File: config.mk
export PLATFORM = sky130hd
export DESIGN_NAME = shift_sched_flat
export DESIGN_NICKNAME = d
export VERILOG_FILES = /design/src/rtl/shift_pkg.sv /design/src/rtl/shift_sched_if.sv /design/src/rtl/shift_sched_barrel.sv /design/src/rtl/shift_sched.sv /design/src/flat_wrapper.sv
export SDC_FILE = /design/constraint.sdc
export NUM_CORES = 1
export LEC_CHECK = 0
export CORE_ASPECT_RATIO = 0.9
export CORE_MARGIN = 2
export CORE_UTILIZATION = 40
export CTS_BUF_LIST = sky130_fd_sc_hd__clkbuf_16
export CTS_CLUSTER_SIZE = 10
export DETAILED_ROUTE_END_ITERATION = 6
export PLACE_DENSITY = 0.71
export SLEW_MARGIN = 0
export SYNTH_ARGS = -nofsm -noshare
export SYNTH_HDL_FRONTEND = slang
export SYNTH_SLANG_ARGS = --single-unit
File: constraint.sdc
create_clock -name clk -period 1.36 [get_ports clk]
set_input_delay 0.136 -clock clk [delete_from_list [all_inputs] [get_ports clk]]
set_output_delay 0.136 -clock clk [all_outputs]
set_load 0.005 [all_outputs]
File: src/rtl/shift_pkg.sv
`default_nettype none
// ============================================================================
//  Module      : shift_pkg
//  Description : Shared types, constants and helpers for the shift_sched
//                block: FSM state encoding, datapath widths and a 16-bit
//                bit-reverse function used by the rotate path.
//  Optional    : SHIFT_SCHED_ROT_EN (users of bitreverse16)
//  Revision    : 1.0 - initial release
// ============================================================================
package shift_pkg;

    localparam int DATA_W = 16;
    localparam int AMT_W  = 4;

    typedef enum logic [1:0] {
        IDLE  = 2'd0,
        PASS1 = 2'd1,
        PASS2 = 2'd2,
        RESP  = 2'd3
    } state_t;

    function automatic logic [DATA_W-1:0] bitreverse16(input logic [DATA_W-1:0] d);
        logic [DATA_W-1:0] r;
        r = '0;
        for (int i = 0; i < DATA_W; i++) begin
            r[i] = d[DATA_W-1-i];
        end
        return r;
    endfunction

endpackage
`default_nettype wire

File: src/rtl/shift_sched_if.sv
`default_nettype none
// ============================================================================
//  Module      : shift_sched_if
//  Description : Request/response bundle between ALU-side requesters and the
//                shared-shifter scheduler.
//  Signals     : req_valid/req_ready [NREQ]   per-requester handshake
//                req_data [16*NREQ]           operand, requester k at [16k+:16]
//                req_amt  [4*NREQ]            shift amount, requester k at [4k+:4]
//                req_rot  [NREQ]              rotate select (SHIFT_SCHED_ROT_EN)
//                rsp_valid/rsp_ready          result handshake
//                rsp_data [16], rsp_id [IDW]  result and issuing requester
//  Modports    : master (requester/consumer side), slave (scheduler side)
//  Optional    : SHIFT_SCHED_ROT_EN adds req_rot
//  Revision    : 1.0 - initial release
// ============================================================================
interface shift_sched_if #(
    parameter int NREQ = 2,
    parameter int IDW  = (NREQ > 2) ? $clog2(NREQ) : 1
);
    import shift_pkg::*;

    logic [NREQ-1:0]        req_valid;
    logic [NREQ-1:0]        req_ready;
    logic [DATA_W*NREQ-1:0] req_data;
    logic [AMT_W*NREQ-1:0]  req_amt;
`ifdef SHIFT_SCHED_ROT_EN
    logic [NREQ-1:0]        req_rot;
`endif
    logic                   rsp_valid;
    logic                   rsp_ready;
    logic [DATA_W-1:0]      rsp_data;
    logic [IDW-1:0]         rsp_id;

    modport master (
`ifdef SHIFT_SCHED_ROT_EN
        output req_rot,
`endif
        output req_valid, req_data, req_amt, rsp_ready,
        input  req_ready, rsp_valid, rsp_data, rsp_id
    );

    modport slave (
`ifdef SHIFT_SCHED_ROT_EN
        input  req_rot,
`endif
        input  req_valid, req_data, req_amt, rsp_ready,
        output req_ready, rsp_valid, rsp_data, rsp_id
    );

endinterface
`default_nettype wire

File: src/rtl/shift_sched_barrel.sv
`default_nettype none
// ============================================================================
//  Module      : shift_sched_barrel
//  Description : 16-bit logarithmic left barrel shifter, zero fill.
//                Purely combinational; stage sN shifts by 2**N.
//  Ports       : i_data [16]   operand
//                i_s0..i_s3    stage selects (amount bits 0..3)
//                o_data [16]   shifted result
//  Revision    : 1.0 - initial release
// ============================================================================
module shift_sched_barrel (
    input  wire logic [15:0] i_data,
    input  wire logic        i_s0,
    input  wire logic        i_s1,
    input  wire logic        i_s2,
    input  wire logic        i_s3,
    output logic      [15:0] o_data
);

    logic [15:0] w_st1;
    logic [15:0] w_st2;
    logic [15:0] w_st3;

    assign w_st1  = i_s0 ? {i_data[14:0], 1'b0}  : i_data;
    assign w_st2  = i_s1 ? {w_st1[13:0], 2'b00}  : w_st1;
    assign w_st3  = i_s2 ? {w_st2[11:0], 4'h0}   : w_st2;
    assign o_data = i_s3 ? {w_st3[7:0],  8'h00}  : w_st3;

endmodule
`default_nettype wire

File: src/rtl/shift_sched.sv
`default_nettype none
// ============================================================================
//  Module      : shift_sched
//  Description : Shared-shifter scheduler. Round-robin arbitration among NREQ
//                requesters; each granted operation runs through one shared
//                16-bit left barrel shifter in one pass (shift) or two passes
//                (rotate), then the result is returned with the requester id.
//  Ports       : clk     single clock, rising edge
//                rst_n   synchronous active-low reset
//                bus     shift_sched_if.slave (request/response bundle)
//  Optional    : SHIFT_SCHED_ROT_EN builds req_rot, PASS2 and bit-reverse
//                logic; without it every operation is a plain left shift.
//  Revision    : 1.0 - initial release
// ============================================================================
module shift_sched
    import shift_pkg::*;
#(
    parameter int NREQ = 2,
    parameter int IDW  = (NREQ > 2) ? $clog2(NREQ) : 1
) (
    input  wire logic     clk,
    input  wire logic     rst_n,
    shift_sched_if.slave  bus
);

    state_t            r_state;
    state_t            w_next;
    logic [IDW-1:0]    r_ptr;
    logic [IDW-1:0]    r_id;
    logic [DATA_W-1:0] r_opnd;
    logic [DATA_W-1:0] r_acc;
    logic [AMT_W-1:0]  r_amt;
`ifdef SHIFT_SCHED_ROT_EN
    logic              r_rot;
`endif

    logic [IDW-1:0]    w_grant;
    logic [IDW-1:0]    w_cand;
    int                w_idx;
    logic              w_found;
    logic              w_accept;
    logic [DATA_W-1:0] w_sh_in;
    logic [DATA_W-1:0] w_sh_out;
    logic [AMT_W-1:0]  w_sh_amt;

    // Round-robin search starting one past the last grant.
    always_comb begin
        w_found = 1'b0;
        w_grant = '0;
        w_idx   = 0;
        w_cand  = '0;
        for (int i = 1; i <= NREQ; i++) begin
            w_idx  = (int'(r_ptr) + i) % NREQ;
            w_cand = IDW'(w_idx);
            if (!w_found && bus.req_valid[w_cand]) begin
                w_found = 1'b1;
                w_grant = w_cand;
            end
        end
    end

    assign w_accept = (r_state == IDLE) && w_found;

    always_comb begin
        bus.req_ready = '0;
        if (rst_n && w_accept) begin
            bus.req_ready[w_grant] = 1'b1;
        end
    end

    // Second pass shifts the bit-reversed operand right-equivalent by
    // 16-amt, recovering the bits the first pass dropped off the top.
`ifdef SHIFT_SCHED_ROT_EN
    always_comb begin
        w_sh_in  = r_opnd;
        w_sh_amt = r_amt;
        if (r_state == PASS2) begin
            w_sh_in  = bitreverse16(r_opnd);
            w_sh_amt = AMT_W'(5'd16 - {1'b0, r_amt});
        end
    end
`else
    assign w_sh_in  = r_opnd;
    assign w_sh_amt = r_amt;
`endif

    shift_sched_barrel u_barrel (
        .i_data (w_sh_in),
        .i_s0   (w_sh_amt[0]),
        .i_s1   (w_sh_amt[1]),
        .i_s2   (w_sh_amt[2]),
        .i_s3   (w_sh_amt[3]),
        .o_data (w_sh_out)
    );

    always_ff @(posedge clk) begin
        if (!rst_n) begin
            r_state <= IDLE;
        end else begin
            r_state <= w_next;
        end
    end

    always_comb begin
        w_next = r_state;
        case (r_state)
            IDLE: begin
                if (w_accept) begin
                    w_next = PASS1;
                end
            end
            PASS1: begin
`ifdef SHIFT_SCHED_ROT_EN
                if (r_rot && (r_amt != '0)) begin
                    w_next = PASS2;
                end else begin
                    w_next = RESP;
                end
`else
                w_next = RESP;
`endif
            end
            PASS2: w_next = RESP;
            RESP: begin
                if (bus.rsp_ready) begin
                    w_next = IDLE;
                end
            end
            default: w_next = IDLE;
        endcase
    end

    always_ff @(posedge clk) begin
        if (!rst_n) begin
            r_ptr  <= IDW'(NREQ - 1);
            r_id   <= '0;
            r_opnd <= '0;
            r_amt  <= '0;
            r_acc  <= '0;
`ifdef SHIFT_SCHED_ROT_EN
            r_rot  <= 1'b0;
`endif
        end else begin
            case (r_state)
                IDLE: begin
                    if (w_accept) begin
                        r_opnd <= bus.req_data[DATA_W*w_grant +: DATA_W];
                        r_amt  <= bus.req_amt[AMT_W*w_grant +: AMT_W];
                        r_id   <= w_grant;
                        r_ptr  <= w_grant;
`ifdef SHIFT_SCHED_ROT_EN
                        r_rot  <= bus.req_rot[w_grant];
`endif
                    end
                end
                PASS1: r_acc <= w_sh_out;
`ifdef SHIFT_SCHED_ROT_EN
                PASS2: r_acc <= r_acc | bitreverse16(w_sh_out);
`endif
                default: ;
            endcase
        end
    end

    assign bus.rsp_valid = rst_n && (r_state == RESP);
    assign bus.rsp_data  = r_acc;
    assign bus.rsp_id    = r_id;

endmodule
`default_nettype wire

File: src/flat_wrapper.sv
// flat-port wrapper written by rule: the top's interface ports become plain ports
module shift_sched_flat import shift_pkg::*;
#(
    parameter int NREQ = 2,
    parameter int IDW  = (NREQ > 2) ? $clog2(NREQ) : 1
)
  (clk, rst_n, bus_req_valid, bus_req_data, bus_req_amt, bus_rsp_ready, bus_req_ready, bus_rsp_valid, bus_rsp_data, bus_rsp_id);
  shift_sched_if #(.NREQ(NREQ), .IDW(IDW)) bus_i ();
  input  wire logic clk;
  input  wire logic rst_n;
  input wire logic [$bits(bus_i.req_valid)-1:0] bus_req_valid;
  input wire logic [$bits(bus_i.req_data)-1:0] bus_req_data;
  input wire logic [$bits(bus_i.req_amt)-1:0] bus_req_amt;
  input wire logic [$bits(bus_i.rsp_ready)-1:0] bus_rsp_ready;
  output wire logic [$bits(bus_i.req_ready)-1:0] bus_req_ready;
  output wire logic [$bits(bus_i.rsp_valid)-1:0] bus_rsp_valid;
  output wire logic [$bits(bus_i.rsp_data)-1:0] bus_rsp_data;
  output wire logic [$bits(bus_i.rsp_id)-1:0] bus_rsp_id;
  assign bus_i.req_valid = bus_req_valid;
  assign bus_i.req_data = bus_req_data;
  assign bus_i.req_amt = bus_req_amt;
  assign bus_i.rsp_ready = bus_rsp_ready;
  assign bus_req_ready = bus_i.req_ready;
  assign bus_rsp_valid = bus_i.rsp_valid;
  assign bus_rsp_data = bus_i.rsp_data;
  assign bus_rsp_id = bus_i.rsp_id;
  shift_sched #(.NREQ(NREQ), .IDW(IDW)) u_core (.clk(clk), .rst_n(rst_n), .bus(bus_i));
endmodule
Word level (Yosys, flattened, before mapping)
Index checks and enable logic that the tools add are counted.

word-level totals
  register bits = 40
  output and inout port bits = 20
  bits of input ports = 45

operators by class
  add/subtract/negate cells = 2
  shift-type cells = 2
  mux-type cells = 18
  order comparisons = 4
  reduce and logical (&&, ||, !) cells = 10
  equality and inequality tests = 5

operators with widths
  operator               number
  $mux W16               4
  $shiftx A32 B6 Y16     1
  $mux W1                9
  $shiftx A8 B4 Y4       1
  $lt A1 B2 Y1 const B   3
  $mux W2                3
  $pmux W2 S3            1
  $logic_and A1 B1 Y1    5
  $eq A2 B2 Y1 const B   2
  $reduce_and A2 Y1      2
  $add A1 B1 Y1 const B  2
  $eq A2 B1 Y1 const B   1
  $logic_not A2 Y1       1
  $ne A2 B1 Y1 const B   1
  $ne A2 B2 Y1 const B   1
  $reduce_or A2 Y1       1
  $demux W1 S1           1
  $ge A1 B1 Y1 const B   1
  $logic_not A1 Y1       1

Longest topological paths before layout
Gate-level depths: netlist (run 1).

  depth after elaboration = 12
  depth in mapped cells = 7
  mapped depth without buffers = 6

Modules after synthesis
A second synthesis (run 1) with hierarchy kept.

second synthesis, totals
  cells, all modules = 291
  area, all modules = 2417.3 µm²

by module, submodules not included
  module              instances  cells an instance  area an instance (µm²)
  shift_sched         1          192                1695.4
  shift_sched_barrel  1          99                 721.9

Worst setup path before layout (run 1)
OpenSTA, ideal clock, no wires.

  kind = register -> register
  start = register u_core.r_amt[0]
  end = register u_core.r_acc[8], in the netlist u_core.bus.rsp_data[8]
  data required time = 1.229 ns
  clock period less this slack = 1.499 ns
  setup slack = -0.139 ns
  data arrival time = 1.368 ns
  stages on the path, launching flop included = 6
  path through = dfxtp_1 -> buf_6 -> mux4_1 -> mux2i_1 -> a2bb2oi_1 -> a21oi_1

between the ends
  cells in the longest elaborated chain, start to end = 4

RTL lines
  element                 RTL line                  source
  from (decl)             shift_sched.sv:32         logic [AMT_W-1:0] r_amt;
  from (signal assigned)  shift_sched.sv:148        r_amt <= bus.req_amt[AMT_W*w_grant +: AMT_W];
  $mux W16                shift_sched_barrel.sv:24  assign w_st1 = i_s0 ? {i_data[14:0], 1'b0} : i_data;
  $mux W16                shift_sched_barrel.sv:25  assign w_st2 = i_s1 ? {w_st1[13:0], 2'b00} : w_st1;
  $mux W16                shift_sched_barrel.sv:26  assign w_st3 = i_s2 ? {w_st2[11:0], 4'h0} : w_st2;
  $mux W16                shift_sched_barrel.sv:27  assign o_data = i_s3 ? {w_st3[7:0], 8'h00} : w_st3;
  to (signal assigned)    shift_sched.sv:156        PASS1: r_acc <= w_sh_out;
  to (decl)               shift_sched.sv:31         logic [DATA_W-1:0] r_acc;

Every way passes these cells.
A chain may end at the register's enable or synchronous reset.

Final worst setup path (run 1)
  start = register u_core.r_amt[1]
  end = register u_core.r_acc[14], in the netlist u_core.bus.rsp_data[14]

between the ends
  cells in the longest elaborated chain, start to end = 3

RTL lines
  element   RTL line
  $mux W16  shift_sched_barrel.sv:25
  $mux W16  shift_sched_barrel.sv:26
  $mux W16  shift_sched_barrel.sv:27

Every way passes these cells.

==> results of run 1 <==
[cell type report]
cell class / instances / area [sq um]
fill: 431 / 1760
multi-input combinational: 186 / 1720
timing repair buffer: 121 / 1190
sequential: 40 / 812
clock buffer: 5 / 125
tap: 70 / 87.6
inverter: 7 / 28.8
clock inverter: 3 / 11.3
[layer usage]
layer	routed length [um]	share of wire	track usage	vias to the layer above
met5	0	0	0	-
met3	303	0.041	0.0309	12
met1	3240	0.44	0.278	1128
met2	3710	0.50	0.349	59
met4	104	0.014	0.0619	0
li1	-	-	-	1148
[tightest hold or removal path, stage by stage, from the launching register on]
cell and delay [ns]:
dfxtp_1 0.31, nand2_1 0.05, o22ai_1 0.06
[layout by cell type (no fill, tap or decap), types with 3 or more instances in the layout]
| master | n |
|---|---|
| a211oi_1 | 18 |
| a21oi_1 | 11 |
| and2_1 | 4 |
| buf_12 | 3 |
| buf_4 | 38 |
| buf_6 | 12 |
| clkbuf_16 | 6 |
| clkdlybuf4s50_1 | 59 |
| dfxtp_1 | 35 |
| dfxtp_2 | 3 |
| ha_4 | 3 |
| inv_1 | 6 |
| mux2_4 | 6 |
| mux2i_1 | 26 |
| mux2i_2 | 6 |
| mux2i_4 | 4 |
| mux4_2 | 8 |
| nand2_1 | 10 |
| nand2b_1 | 5 |
| nor2_1 | 27 |
| nor2b_1 | 3 |
| o21a_1 | 3 |
| o21ai_0 | 7 |
| o2bb2ai_1 | 3 |
| o2bb2ai_2 | 4 |
[sequential cells by signal, indices dropped and copies added (netlist names)]
signal               cells
u_core.r_opnd           16
u_core.bus.rsp_id        1
u_core.r_state           2
u_core.r_amt             4
u_core.bus.rsp_data     16
u_core.r_ptr             1
[through the flow]
step	TNS (ns)	util	setup slack (ns)	cell area (sq um)	power, mW
3_5_place_dp	-8.28	0.585	-0.317	3350	3.07
2_1_floorplan	-0.313	-	-0.0620	2420	2.42
5_1_grt	-3.18	0.693	-0.306	3970	4.89
4_1_cts	-1.89	0.658	-0.184	3770	4.43
6_report	-1.99	0.693	-0.281	3970	4.68
3_3_place_gp	-7.12	0.585	-0.285	3350	3.03
[path summary, 6_finish.rpt]
| kind | to | cells after the start | startpoint |
|---|---|---|---|
| worst max-delay path | u_core.bus.rsp_data[14] | 6 | u_core.r_amt[1] |
| worst min-delay path | u_core.bus.rsp_data[4] | 2 | u_core.bus.rsp_data[4] |
| worst max register to register | u_core.bus.rsp_data[14] | 6 | u_core.r_amt[1] |
| worst min register to register | u_core.bus.rsp_data[4] | 2 | u_core.bus.rsp_data[4] |
[power groups by stage]
stage	combinational [mW]	clock, mW	sequential, mW
after global placement	1.52	0	1.51
final	2.05	1.11	1.53
after CTS	1.82	1.12	1.50
after floorplan	0.963	0	1.45
after detailed placement	1.55	0	1.52
after global routing	2.19	1.16	1.55
[what timing repair did]
item                                    CTS  global route
resized for setup                        52            41
endpoints found under the setup margin   42            41
cloned                                    1             1
setup buffers                            10             5
pin swaps                                 7            16
[kinds of logic (layout without fill, tap and decap cells)]
group	count (synthesis)	after routing	share of synthesized area
compound gates	67	67	0.196
flops	40	40	0.334
buf+inv	27	136	0.0622
mux	51	51	0.260
simple gates	65	65	0.131
fa+ha+maj	3	3	0.0157
==> flow_metrics.tcl, run 1 <==
set metrics [dict create \
    die_x_um 85.6 \
    cp_slowest_cell "mux4_2" \
    layout-drive-gt1-share 0.348 \
    initial_core_util 0.418 \
    wirelength_um 7360 \
    gp_congestion 0.932 \
    cp_data_required_time_ns 1.58 \
    avgSynthCellArea_sq_um 9.47 \
    cp_data_arrival_time_ns 1.86 \
    finalWorstSetupSlack_ns -0.281 \
    grt_pass1_vias 2243 \
    async_reset_ff_frac 0 \
    num_rows 26 \
    critPathTopFamily "multiplexers" \
    cp_slowest_stage_delay_ns 0.52 \
    tightest_slew_ns 0.437 \
    clock-sinks 40 \
    maxSlewViolCount 0 \
    switching_share 0.321 \
    h-tree-depth 2 \
    initialDrtViolationCount 161 \
    path_clk_slew_ns 0.06 \
    overflow 0 \
    vias 2347 \
    cellPowerDensity_mw_per_mm2 1180 \
    finalHoldViolCount 0 \
    finalNonFillerCells 432 \
    holdBufCountCts 0 \
    p_seq_frac 0.326 \
    final_antenna_net_count 0 \
    synth_nets 301 \
    antenna_cells 0 \
    critPathBufInv 2 \
    nNetsFinal 409 \
    synth-edff-count 0 \
    hp-class "reg -> reg" \
    synthTopCellsByCount "dfxtp_1, mux2i_1, nor2_1, a211oi_1, a21oi_1" \
    grt_antenna_before_repair 0 \
    r2r_slack_ns -0.28 \
    synth_area_leaders "dfxtp_1, mux2i_1, mux4_2" \
    rsz0062_at_grt "true" \
    synth_cell_types 40 \
    insertion_delay_ns 0.28 \
    ys_warn_count 0 \
    setup_viol 16 \
    fmax_ghz 0.609 \
    p_clk_frac 0.237 \
    chipHeight_um 77.4 \
    cts_buffers 5 \
    outcome "finished with violations" \
    core-area_sq_mm 0.00573 \
    min_period_ns 1.64 \
    synth_area_sq_mm 0.00239 \
    syn2layout_area_growth_pct 65.6 \
    critPathCaptureType "flip-flop" \
    timing.max_cap.violations 0 \
    syn_inst 253 \
    yosysSeqAreaShare 0.334 \
    grt_start_max_net_pins 42 \
    io_buffers 64 \
    dpl.hpwl_um 4600 \
    yosysMostFrequentCell "dfxtp_1" \
    slew_headroom 0.709 \
    ys_ff_latch 40 \
    clk_path_buf_depth 2 \
    violations "negative setup slack" \
    leakagePower_nw 1.52 \
    synth_top_area_cell "dfxtp_1" \
    final.setup_skew_ns 0.00282 \
    peakVddDrop_mv 0.676 \
    grt_pass1_wl_um 10900 \
    routed_via_density 5.43 \
    io_pins 65 \
    fin_crit_sh 1.21 \
    routedWlPerCell_um 17.0 \
    intPower_mw 3.18 \
    holdWs_ns 0.470 \
    grt_util_all_layers 0.208 \
    cts_tree "done" \
    cts-root-buf "clkbuf_16" \
    dp.cells 408 \
    critical_path_class "reg -> reg" \
    comb_power_share 0.437 \
    worst_setup_path_start_kind "flip-flop" \
    synth_top_flop_cell "dfxtp_1" \
    path_cells "buf_12, buf_6, mux2i_1, mux4_2, o2bb2ai_2, o21a_1" \
    synth_top_area_share 0.334 \
    p_sw_mw 1.50 \
    dr.pass1.iters 4 \
    die-area_sq_mm 0.00662 \
    drc_errors 0 \
    cp_max_fo 7 \
]
Power figures use the tool's default switching activity.
==> run 2: changes to the inputs <==
==> constraint.sdc (replaced) <==
create_clock -name clk -period 1.4 [get_ports clk]
set_input_delay 0.14 -clock clk [delete_from_list [all_inputs] [get_ports clk]]
set_output_delay 0.14 -clock clk [all_outputs]
set_load 0.005 [all_outputs]
==> run 2 against run 1 <==
Compared with the run above: the flow still finishes with violations (negative setup slack); worst hold slack lost 0.0064 ns; combinational power is 9% lower; routed wire length decreased by 12%; non-clock buffer count decreased by 9; clock-buffer cell count is the same; sequential share of layout area rose by 0.76 points; cell count fell by 2.1%; cell area fell by 3.9%; flip-flop and latch count stayed put; first-iteration DRC count decreased by 19%.
==> flow_metrics.tcl, run 2 (synthesis gave the netlist of run 1 again) <==
set metrics [dict create \
    outcome "finished with violations" \
    violations "negative setup slack" \
    setup_viol 13 \
    gp_congestion 0.953 \
    hp-class "reg -> reg" \
    layout-drive-gt1-share 0.326 \
    grt_pass1_vias 2193 \
    num_rows 26 \
    peakVddDrop_mv 0.856 \
    cts_buffers 5 \
    final.setup_skew_ns 0.00342 \
    core-area_sq_mm 0.00573 \
    leakagePower_nw 1.43 \
    dpl.hpwl_um 4480 \
    critical_path_class "reg -> reg" \
    overflow 0 \
    grt_util_all_layers 0.200 \
    critPathCaptureType "flip-flop" \
    timing.max_cap.violations 0 \
    finalWorstSetupSlack_ns -0.141 \
    rsz0062_at_grt "true" \
    finalNonFillerCells 423 \
    nNetsFinal 400 \
    antenna_cells 0 \
    cp_max_fo 9 \
    insertion_delay_ns 0.29 \
    most-common-layout-cells "clkdlybuf4s50_1, buf_4, dfxtp_1" \
    routed_via_density 5.30 \
    clk_path_buf_depth 2 \
    initialDrtViolationCount 130 \
    cp_data_arrival_time_ns 1.77 \
    initial_core_util 0.418 \
    finalPower_mw 4.42 \
    mostFrequentLayoutCell "clkdlybuf4s50_1" \
    cp_data_required_time_ns 1.63 \
    routedWlPerCell_um 15.3 \
    die_x_um 85.6 \
    grt_pass1_wl_um 10500 \
    grt_start_max_net_pins 42 \
    cts_tree "done" \
    drc_errors 0 \
    syn2layout_area_growth_pct 59.2 \
    io_pins 65 \
    cts-root-buf "clkbuf_16" \
    tightest_slew_ns 0.345 \
    worst_setup_path_start_kind "flip-flop" \
    maxSlewViolCount 0 \
    holdWs_ns 0.464 \
    die-area_sq_mm 0.00662 \
    fin_crit_sh 1.10 \
    wirelength_um 6490 \
    vias 2243 \
    clock-sinks 40 \
    dp.cells 406 \
    io_buffers 64 \
    min_period_ns 1.54 \
    dr.pass1.iters 5 \
    final_antenna_net_count 0 \
    chipHeight_um 77.4 \
    grt_antenna_before_repair 0 \
    fmax_ghz 0.649 \
    finalHoldViolCount 0 \
    slew_headroom 0.769 \
    path_clk_slew_ns 0.06 \
    utilization 0.666 \
    h-tree-depth 2 \
    cellPowerDensity_mw_per_mm2 1160 \
]
run 2: cell types whose count changed in the layout (fill, tap and decap cells not counted), sizes merged:
| cell | delta |
|---|---|
| buf | -9 |
| clkdlybuf4s50 | +2 |
| clkinv | +3 |
| dlygate4sd2 | -2 |
| inv | -3 |
run 2: per-stage QoR:
step           cell area, sq um  worst slack (ns)  TNS [ns]
5_1_grt                    3810            -0.184     -1.84
6_report                   3810            -0.141    -0.974
3_5_place_dp               3310            -0.301     -8.10
3_3_place_gp               3310            -0.244     -6.82
4_1_cts                    3620            -0.113     -1.40
2_1_floorplan              2410           -0.0220   -0.0404
run 2: per-layer routing:
layer	part of all wire	wire, um	up-vias	global-route usage
li1	-	-	1130	-
met1	0.46	2970	1055	0.260
met2	0.49	3180	50	0.325
met3	0.038	244	8	0.0532
met4	0.014	92	0	0.0603
met5	0	0	-	0
run 2: what timing repair did:
action / in CTS / in global routing
pin swaps: 9 / 5
setup endpoints to repair: 39 / 42
gates cloned: 0 / 1
setup buffers: 7 / 3
hold buffers: 0 / 0
gates resized for setup: 43 / 34
run 2: layout make-up:
type | instances | area [sq um]
clock buffer | 5 | 125
clock inverter | 3 | 13.8
fill | 431 | 1910
inverter | 7 | 26.3
multi-input combinational | 186 | 1690
sequential | 40 | 810
tap | 70 | 87.6
timing repair buffer | 112 | 1060
run 2: worst paths after layout:
check	slack (ns)	endpoint	cells after the start	from
min	0.46	u_core.bus.rsp_data[5]	2	u_core.bus.rsp_data[5]
max	-0.14	u_core.bus.rsp_data[15]	5	u_core.r_amt[1]
min reg2reg	0.46	u_core.bus.rsp_data[5]	2	u_core.bus.rsp_data[5]
max reg2reg	-0.14	u_core.bus.rsp_data[15]	5	u_core.r_amt[1]
run 2: where the power goes:
part	internal, mW	switching [mW]
Combinational	1.08	0.793
Clock	0.647	0.447
Sequential	1.30	0.153
Total	3.02	1.39
run 2: critical path: stages (launching register included):
cell and delay (ns):
dfxtp_4 0.36, buf_12 0.14, mux2i_4 0.19, mux4_2 0.52, o2bb2ai_2 0.15, o21a_1 0.13
